<file path="config.mk">
export PLATFORM = sky130hd
export DESIGN_NAME = uart_loop_fifo_flat
export DESIGN_NICKNAME = d
export VERILOG_FILES = /design/src/rtl/uart_defs.sv /design/src/rtl/uart_loop_fifo_if.sv /design/src/rtl/uart_sync_fifo.sv /design/src/rtl/uart_loop_fifo.sv /design/src/flat_wrapper.sv
export SDC_FILE = /design/constraint.sdc
export NUM_CORES = 1
export LEC_CHECK = 0
export BUFFER_PORTS_ARGS = -buffer_cell sky130_fd_sc_hd__buf_2
export CAP_MARGIN = 20
export CELL_PAD_IN_SITES_DETAIL_PLACEMENT = 1
export CELL_PAD_IN_SITES_GLOBAL_PLACEMENT = 1
export CORE_MARGIN = 10
export CORE_UTILIZATION = 35
export DETAILED_ROUTE_END_ITERATION = 10
export HOLD_SLACK_MARGIN = 0.05
export PLACE_DENSITY_LB_ADDON = 0.1
export SYNTH_ARGS = -nofsm -noshare
export SYNTH_HDL_FRONTEND = slang
export SYNTH_SLANG_ARGS = --single-unit
</file>
<file path="constraint.sdc">
create_clock -name sys_clk -period 3.28 [get_ports sys_clk]
set_clock_uncertainty 0.1 [all_clocks]
set_input_delay 0.492 -clock sys_clk [delete_from_list [all_inputs] [get_ports sys_clk]]
set_output_delay 0.492 -clock sys_clk [all_outputs]
set_load 0.005 [all_outputs]
</file>
<file path="src/rtl/uart_defs.sv">
// Shared UART definitions: pacer FSM encodings and default line-rate constants
// used by the receiver, transmitter and loopback FIFO.
package uart_defs;

    localparam int unsigned CLK_FREQ = 50_000_000;
    localparam int unsigned UART_BPS = 115_200;
    localparam int unsigned BYTE_W   = 8;

    typedef enum logic [1:0] {
        ST_IDLE      = 2'd0,
        ST_START     = 2'd1,
        ST_WAIT_BUSY = 2'd2,
        ST_WAIT_DONE = 2'd3
    } loop_state_e;

endpackage

</file>
<file path="src/rtl/uart_loop_fifo_if.sv">
// Receiver-to-FIFO and FIFO-to-transmitter handshake bundle for the loopback path.
interface uart_loop_fifo_if;
    import uart_defs::*;

    logic              recv_done;
    logic [BYTE_W-1:0] recv_data;
    logic              send_busy;
    logic              send_en;
    logic [BYTE_W-1:0] send_data;

    // master: receiver/transmitter side; slave: the loopback FIFO
    modport master (
        output recv_done,
        output recv_data,
        output send_busy,
        input  send_en,
        input  send_data
    );

    modport slave (
        input  recv_done,
        input  recv_data,
        input  send_busy,
        output send_en,
        output send_data
    );

endinterface

</file>
<file path="src/rtl/uart_sync_fifo.sv">
// Synchronous byte FIFO with registered occupancy/full/empty and
// combinational read data at the read pointer.
module uart_sync_fifo
    import uart_defs::*;
#(
    parameter int unsigned DEPTH_LOG2 = 4
) (
    input  logic                  clk,
    input  logic                  rst_n,
    input  logic                  push,
    input  logic                  pop,
    input  logic [BYTE_W-1:0]     wr_data,
    output logic [BYTE_W-1:0]     rd_data,
    output logic [DEPTH_LOG2:0]   cnt,
    output logic                  empty,
    output logic                  full
);

    localparam int unsigned DEPTH = 1 << DEPTH_LOG2;
    localparam int unsigned PTR_W = DEPTH_LOG2;
    localparam int unsigned CNT_W = DEPTH_LOG2 + 1;

    logic [BYTE_W-1:0] mem [DEPTH];
    logic [PTR_W-1:0]  wr_ptr;
    logic [PTR_W-1:0]  rd_ptr;
    logic [CNT_W-1:0]  cnt_nxt;

    assign rd_data = mem[rd_ptr];

    // Push and pop together leave the occupancy unchanged
    always_comb begin
        cnt_nxt = cnt;
        case ({push, pop})
            2'b10:   cnt_nxt = cnt + CNT_W'(1);
            2'b01:   cnt_nxt = cnt - CNT_W'(1);
            default: cnt_nxt = cnt;
        endcase
    end

    always_ff @(posedge clk) begin
        if (push) begin
            mem[wr_ptr] <= wr_data;
        end
    end

    always_ff @(posedge clk or negedge rst_n) begin
        if (!rst_n) begin
            wr_ptr <= '0;
            rd_ptr <= '0;
            cnt    <= '0;
            empty  <= 1'b1;
            full   <= 1'b0;
        end else begin
            if (push) wr_ptr <= wr_ptr + PTR_W'(1);
            if (pop)  rd_ptr <= rd_ptr + PTR_W'(1);
            cnt   <= cnt_nxt;
            empty <= (cnt_nxt == CNT_W'(0));
            full  <= (cnt_nxt == CNT_W'(DEPTH));
        end
    end

endmodule

</file>
<file path="src/rtl/uart_loop_fifo.sv">
// UART loopback buffer: queues received bytes and paces them into the transmitter.
// Optional dropped-byte counter port enabled by UART_FIFO_OVF_CNT_EN.
module uart_loop_fifo
    import uart_defs::*;
#(
    parameter int unsigned DEPTH_LOG2 = 4,
    parameter int unsigned BUSY_WAIT  = 4
) (
    input  logic                  sys_clk,
    input  logic                  sys_rst_n,
    uart_loop_fifo_if.slave       lf,
    output logic [DEPTH_LOG2:0]   fifo_cnt,
    output logic                  fifo_empty,
    output logic                  fifo_full,
    output logic                  ovf_flag
`ifdef UART_FIFO_OVF_CNT_EN
    ,
    output logic [7:0]            ovf_cnt
`endif
);

    localparam int unsigned TMO_W = (BUSY_WAIT > 2) ? $clog2(BUSY_WAIT) : 1;

    loop_state_e       state;
    loop_state_e       state_nxt;
    logic [TMO_W-1:0]  tmo;
    logic [TMO_W-1:0]  tmo_nxt;
    logic              pop_c;
    logic              push_c;
    logic              drop_c;
    logic [BYTE_W-1:0] rd_data;

    // A full FIFO still accepts a byte when a pop frees a slot in the same cycle
    assign push_c = lf.recv_done && (!fifo_full || pop_c);
    assign drop_c = lf.recv_done && fifo_full && !pop_c;

    uart_sync_fifo #(
        .DEPTH_LOG2 (DEPTH_LOG2)
    ) u_fifo (
        .clk     (sys_clk),
        .rst_n   (sys_rst_n),
        .push    (push_c),
        .pop     (pop_c),
        .wr_data (lf.recv_data),
        .rd_data (rd_data),
        .cnt     (fifo_cnt),
        .empty   (fifo_empty),
        .full    (fifo_full)
    );

    // Pacer: one byte in flight; a busy that never rises times out and counts as sent
    always_comb begin
        state_nxt = state;
        tmo_nxt   = tmo;
        pop_c     = 1'b0;
        case (state)
            ST_IDLE: begin
                if (!fifo_empty && !lf.send_busy) begin
                    pop_c     = 1'b1;
                    state_nxt = ST_START;
                end
            end
            ST_START: begin
                tmo_nxt   = '0;
                state_nxt = ST_WAIT_BUSY;
            end
            ST_WAIT_BUSY: begin
                if (lf.send_busy) begin
                    state_nxt = ST_WAIT_DONE;
                end else if (tmo == TMO_W'(BUSY_WAIT - 1)) begin
                    state_nxt = ST_IDLE;
                end else begin
                    tmo_nxt = tmo + TMO_W'(1);
                end
            end
            ST_WAIT_DONE: begin
                if (!lf.send_busy) state_nxt = ST_IDLE;
            end
            default: state_nxt = ST_IDLE;
        endcase
    end

    always_ff @(posedge sys_clk or negedge sys_rst_n) begin
        if (!sys_rst_n) begin
            state        <= ST_IDLE;
            tmo          <= '0;
            lf.send_en   <= 1'b0;
            lf.send_data <= '0;
            ovf_flag     <= 1'b0;
        end else begin
            state      <= state_nxt;
            tmo        <= tmo_nxt;
            lf.send_en <= (state_nxt == ST_START);
            if (pop_c)  lf.send_data <= rd_data;
            if (drop_c) ovf_flag     <= 1'b1;
        end
    end

`ifdef UART_FIFO_OVF_CNT_EN
    // Saturating count of discarded bytes
    always_ff @(posedge sys_clk or negedge sys_rst_n) begin
        if (!sys_rst_n) begin
            ovf_cnt <= '0;
        end else if (drop_c && (ovf_cnt != 8'hFF)) begin
            ovf_cnt <= ovf_cnt + 8'd1;
        end
    end
`endif

endmodule

</file>
<file path="src/flat_wrapper.sv">
// flat-port wrapper written by rule: the top's interface ports become plain ports
module uart_loop_fifo_flat import uart_defs::*;
#(
    parameter int unsigned DEPTH_LOG2 = 4,
    parameter int unsigned BUSY_WAIT  = 4
)
  (sys_clk, sys_rst_n, fifo_cnt, fifo_empty, fifo_full, ovf_flag, lf_recv_done, lf_recv_data, lf_send_busy, lf_send_en, lf_send_data);
  uart_loop_fifo_if lf_i ();
  input  logic sys_clk;
  input  logic sys_rst_n;
  output logic [DEPTH_LOG2:0] fifo_cnt;
  output logic fifo_empty;
  output logic fifo_full;
  output logic ovf_flag;
  input wire logic [$bits(lf_i.recv_done)-1:0] lf_recv_done;
  input wire logic [$bits(lf_i.recv_data)-1:0] lf_recv_data;
  input wire logic [$bits(lf_i.send_busy)-1:0] lf_send_busy;
  output wire logic [$bits(lf_i.send_en)-1:0] lf_send_en;
  output wire logic [$bits(lf_i.send_data)-1:0] lf_send_data;
  assign lf_i.recv_done = lf_recv_done;
  assign lf_i.recv_data = lf_recv_data;
  assign lf_i.send_busy = lf_send_busy;
  assign lf_send_en = lf_i.send_en;
  assign lf_send_data = lf_i.send_data;
  uart_loop_fifo #(.DEPTH_LOG2(DEPTH_LOG2), .BUSY_WAIT(BUSY_WAIT)) u_core (.sys_clk(sys_clk), .sys_rst_n(sys_rst_n), .lf(lf_i), .fifo_cnt(fifo_cnt), .fifo_empty(fifo_empty), .fifo_full(fifo_full), .ovf_flag(ovf_flag));
endmodule
</file>
==> results.ini <==
[finish]
antenna_cells = 0
finalNetCount = 437
final_area_um2 = 7430
drive_gt1_share_pct = 28.7
seq_area_um2 = 4570
final_cell_mix = edfxtp_1 (128), nor2_1 (31), mux4_2 (30)
final_common_cell = edfxtp_1
fillers = 1789
multi_input_comb_area_um2 = 1670
area_growth_pct = 17.1
final_cells = 658

[grt]
grt_pass1_vias = 3697
grt-ovfl-total = 0
grt_usage_pct = 12.6
grt_pass1_wl_um = 22400
antenna_found_initial = 0
grt_max_degree = 30

[floorplan]
core_area_um2 = 17900
dieArea_um2 = 23900
die_x_um = 155
placementRows = 49
pin_count = 29
initial_core_util_pct = 35.5
fp.dieH_um = 155

[logic_synthesis]
synthFlopType = edfxtp_1
muxShareOfSynthArea_pct = 14.2
postSynthAreaPerCell_um2 = 17.5
synth_compound_area_share_pct = 3.76
syn_nets = 383
ys_types = 39
synth-simple-area-share_pct = 5.10
synth-seq-area-share_pct = 72.0
synth_top_family_by_area = multiplexers
yosysWarnings = 0
async_flop_share_pct = 18.5
ys_seq_elements = 157
synth_edf_count = 128
synthAdderAreaFrac_pct = 1.77
synth_area_um2 = 6350
syn-instance-count = 362
synth_xor_area_share_pct = 1.52

[timing]
hold_viol = 0
drv_slew = 0
rsz0062_at_grt = no
setup_viol = 0
tns_ns = 0
finalCritPeriodShare_pct = 93.0
fmax_mhz = 328
layout_min_cycle_time_ns = 3.05
slew-limit-headroom_pct = 48.3
tightest_slew_ns = 0.776

[placed_design]
io_buffer_count = 28
dpl_cell_area_um2 = 6910
gp_congestion = 0.728
place_inst = 626
dp.final_hpwl_um = 9560

[critical_path]
startpoint_type = flip-flop
endpoint_kind = flip-flop
ff2ff_setup_slack_ns = 0.23
critPathKind = reg -> reg
reg2reg_depth = 11
critPathArrivalTime_ns = 3.31
crit-reg2reg-capture = u_core.u_fifo.full$_DFF_PN0_
required_ns = 3.54
crit_fanout = 8
timing.rr.start = u_core.state[1]$_DFF_PN0_

[clock_tree]
path_clk_slew_ns = 0.06
cts_max_level = 4
cts.path.max_buffers = 2
cts_tree = done
cts_buffers = 17
cts_hold_buffers = 0
cts_setup_buffers = 0
clock-root-buffer = clkbuf_16
cts_resized = 0
cts_sinks = 157
clk_latency_ns = 0.43

[pwr]
p_int_uw = 4300
power_switching_share_pct = 31.7
p_leak_uw = 0.00264
pwr-share-comb_pct = 26.6
power_frac_seq_pct = 45.4
power_uw = 6300
power.density_nw_per_um2 = 847
p_clk_share_pct = 28.0
switchingPower_uw = 1990
ir_drop_v = 0.000414

[job]
maxCapViolCount = 0

[min_path]
hp-class = in -> async

[route]
drc = 0
wire_per_inst_um = 22.0
via_count = 3314
dr.pass1.iters = 4
antenna_left = 0
viasPerCell = 5.04
drt_iter0_markers = 182
totalWireLength_um = 14400

[status]
status = completed

## power groups by stage
stage | registers [uW] | logic (uW) | clock network, uW
after detailed placement | 2910 | 1720 | 0
after floorplan | 2660 | 1280 | 0
final | 2860 | 1670 | 1760
after global placement | 2890 | 1690 | 0
after CTS | 2870 | 1730 | 1810
after global routing | 2920 | 1860 | 1890
## synthesized netlist by cell type (2+ instances only)
master	count	area (um2)
mux2_2	2	22.5
nand3_1	3	15.0
dfrtp_1	28	701
xnor2_1	9	78.8
ha_1	9	113
o21ai_0	12	60.1
nor2_1	31	116
clkbuf_1	8	30.0
nand4_1	2	12.5
a21oi_1	12	60.1
mux2i_1	20	200
buf_2	8	40.0
nand2_2	2	12.5
nor2b_1	4	25.0
inv_1	5	18.8
nand2b_1	3	18.8
a211o_1	3	26.3
mux4_2	30	676
edfxtp_1	128	3840
buf_1	4	15.0
nand3b_1	3	22.5
nor3_1	5	25.0
nand2_1	14	52.6
xor2_1	2	17.5
## cell type report
cell class / count / share of cell area (%)
sequential: 157 / 61.5
multi-input combinational: 179 / 22.5
clock buffer: 18 / 5.77
timing repair buffer: 55 / 4.78
tap: 229 / 3.85
clock inverter: 14 / 1.26
inverter: 6 / 0.303
## worst max-delay path by stage
stage,start,slack [ns],to,depth (start not counted)
floorplan,u_core.state[1]$_DFF_PN0_,0.04,u_core.u_fifo.full$_DFF_PN0_,14
global placement,lf_send_busy,0.1,u_core.u_fifo.full$_DFF_PN0_,12
detailed placement,lf_send_busy,0.04,u_core.u_fifo.full$_DFF_PN0_,12
CTS,u_core.state[1]$_DFF_PN0_,0.16,u_core.u_fifo.full$_DFF_PN0_,11
global route,u_core.state[1]$_DFF_PN0_,0.04,u_core.u_fifo.full$_DFF_PN0_,11
finish,u_core.state[1]$_DFF_PN0_,0.23,u_core.u_fifo.full$_DFF_PN0_,11
## through the flow
step                      utilization (%)  worst slack (ns)  hold slack, ns
after global routing                 41.5            0.0404          0.0847
final                                41.5             0.229          0.0363
after floorplan                         -            0.0354          0.0964
after CTS                            41.5             0.158          0.0508
after global placement               38.6            0.0991           0.354
after detailed placement             38.6            0.0380           0.357
## worst max-delay path, stage by stage, from the launching register on
cell,delay (ns)
dfrtp_1,0.46
or4_4,0.60
a21boi_4,0.18
inv_1,0.08
ha_1,0.23
xor2_1,0.17
ha_1,0.24
a21oi_1,0.16
mux2i_1,0.23
xnor2_1,0.10
a211o_1,0.32
nor2b_1,0.12
## kinds of logic after synthesis
| kind of cell | count (synthesis) |
|---|---|
| XOR/XNOR | 11 |
| buffers and inverters | 26 |
| AND/OR/NAND/NOR | 70 |
| flip-flops | 157 |
| adder cells (fa/ha/maj) | 9 |
| AO/OA/AOI/OAI | 37 |
| multiplexers | 52 |
## sequential cells by signal (all words and copies together), names as in the netlist, 2 cells and up
signal	flops
u_core.lf.send_data	8
u_core.state	2
u_core.tmo	2
u_core.u_fifo.cnt	5
u_core.u_fifo.mem	128
u_core.u_fifo.rd_ptr	4
u_core.u_fifo.wr_ptr	4
## layer usage
metal | share of wire [%] | vias to the layer above | global-route usage [%]
met2 | 51 | 43 | 21.3
li1 | - | 1506 | -
met5 | 0 | - | 0
met1 | 44 | 1750 | 15.3
met4 | 1.3 | 0 | 4.59
met3 | 3.3 | 15 | 3.33
Power figures use the tool's default switching activity.
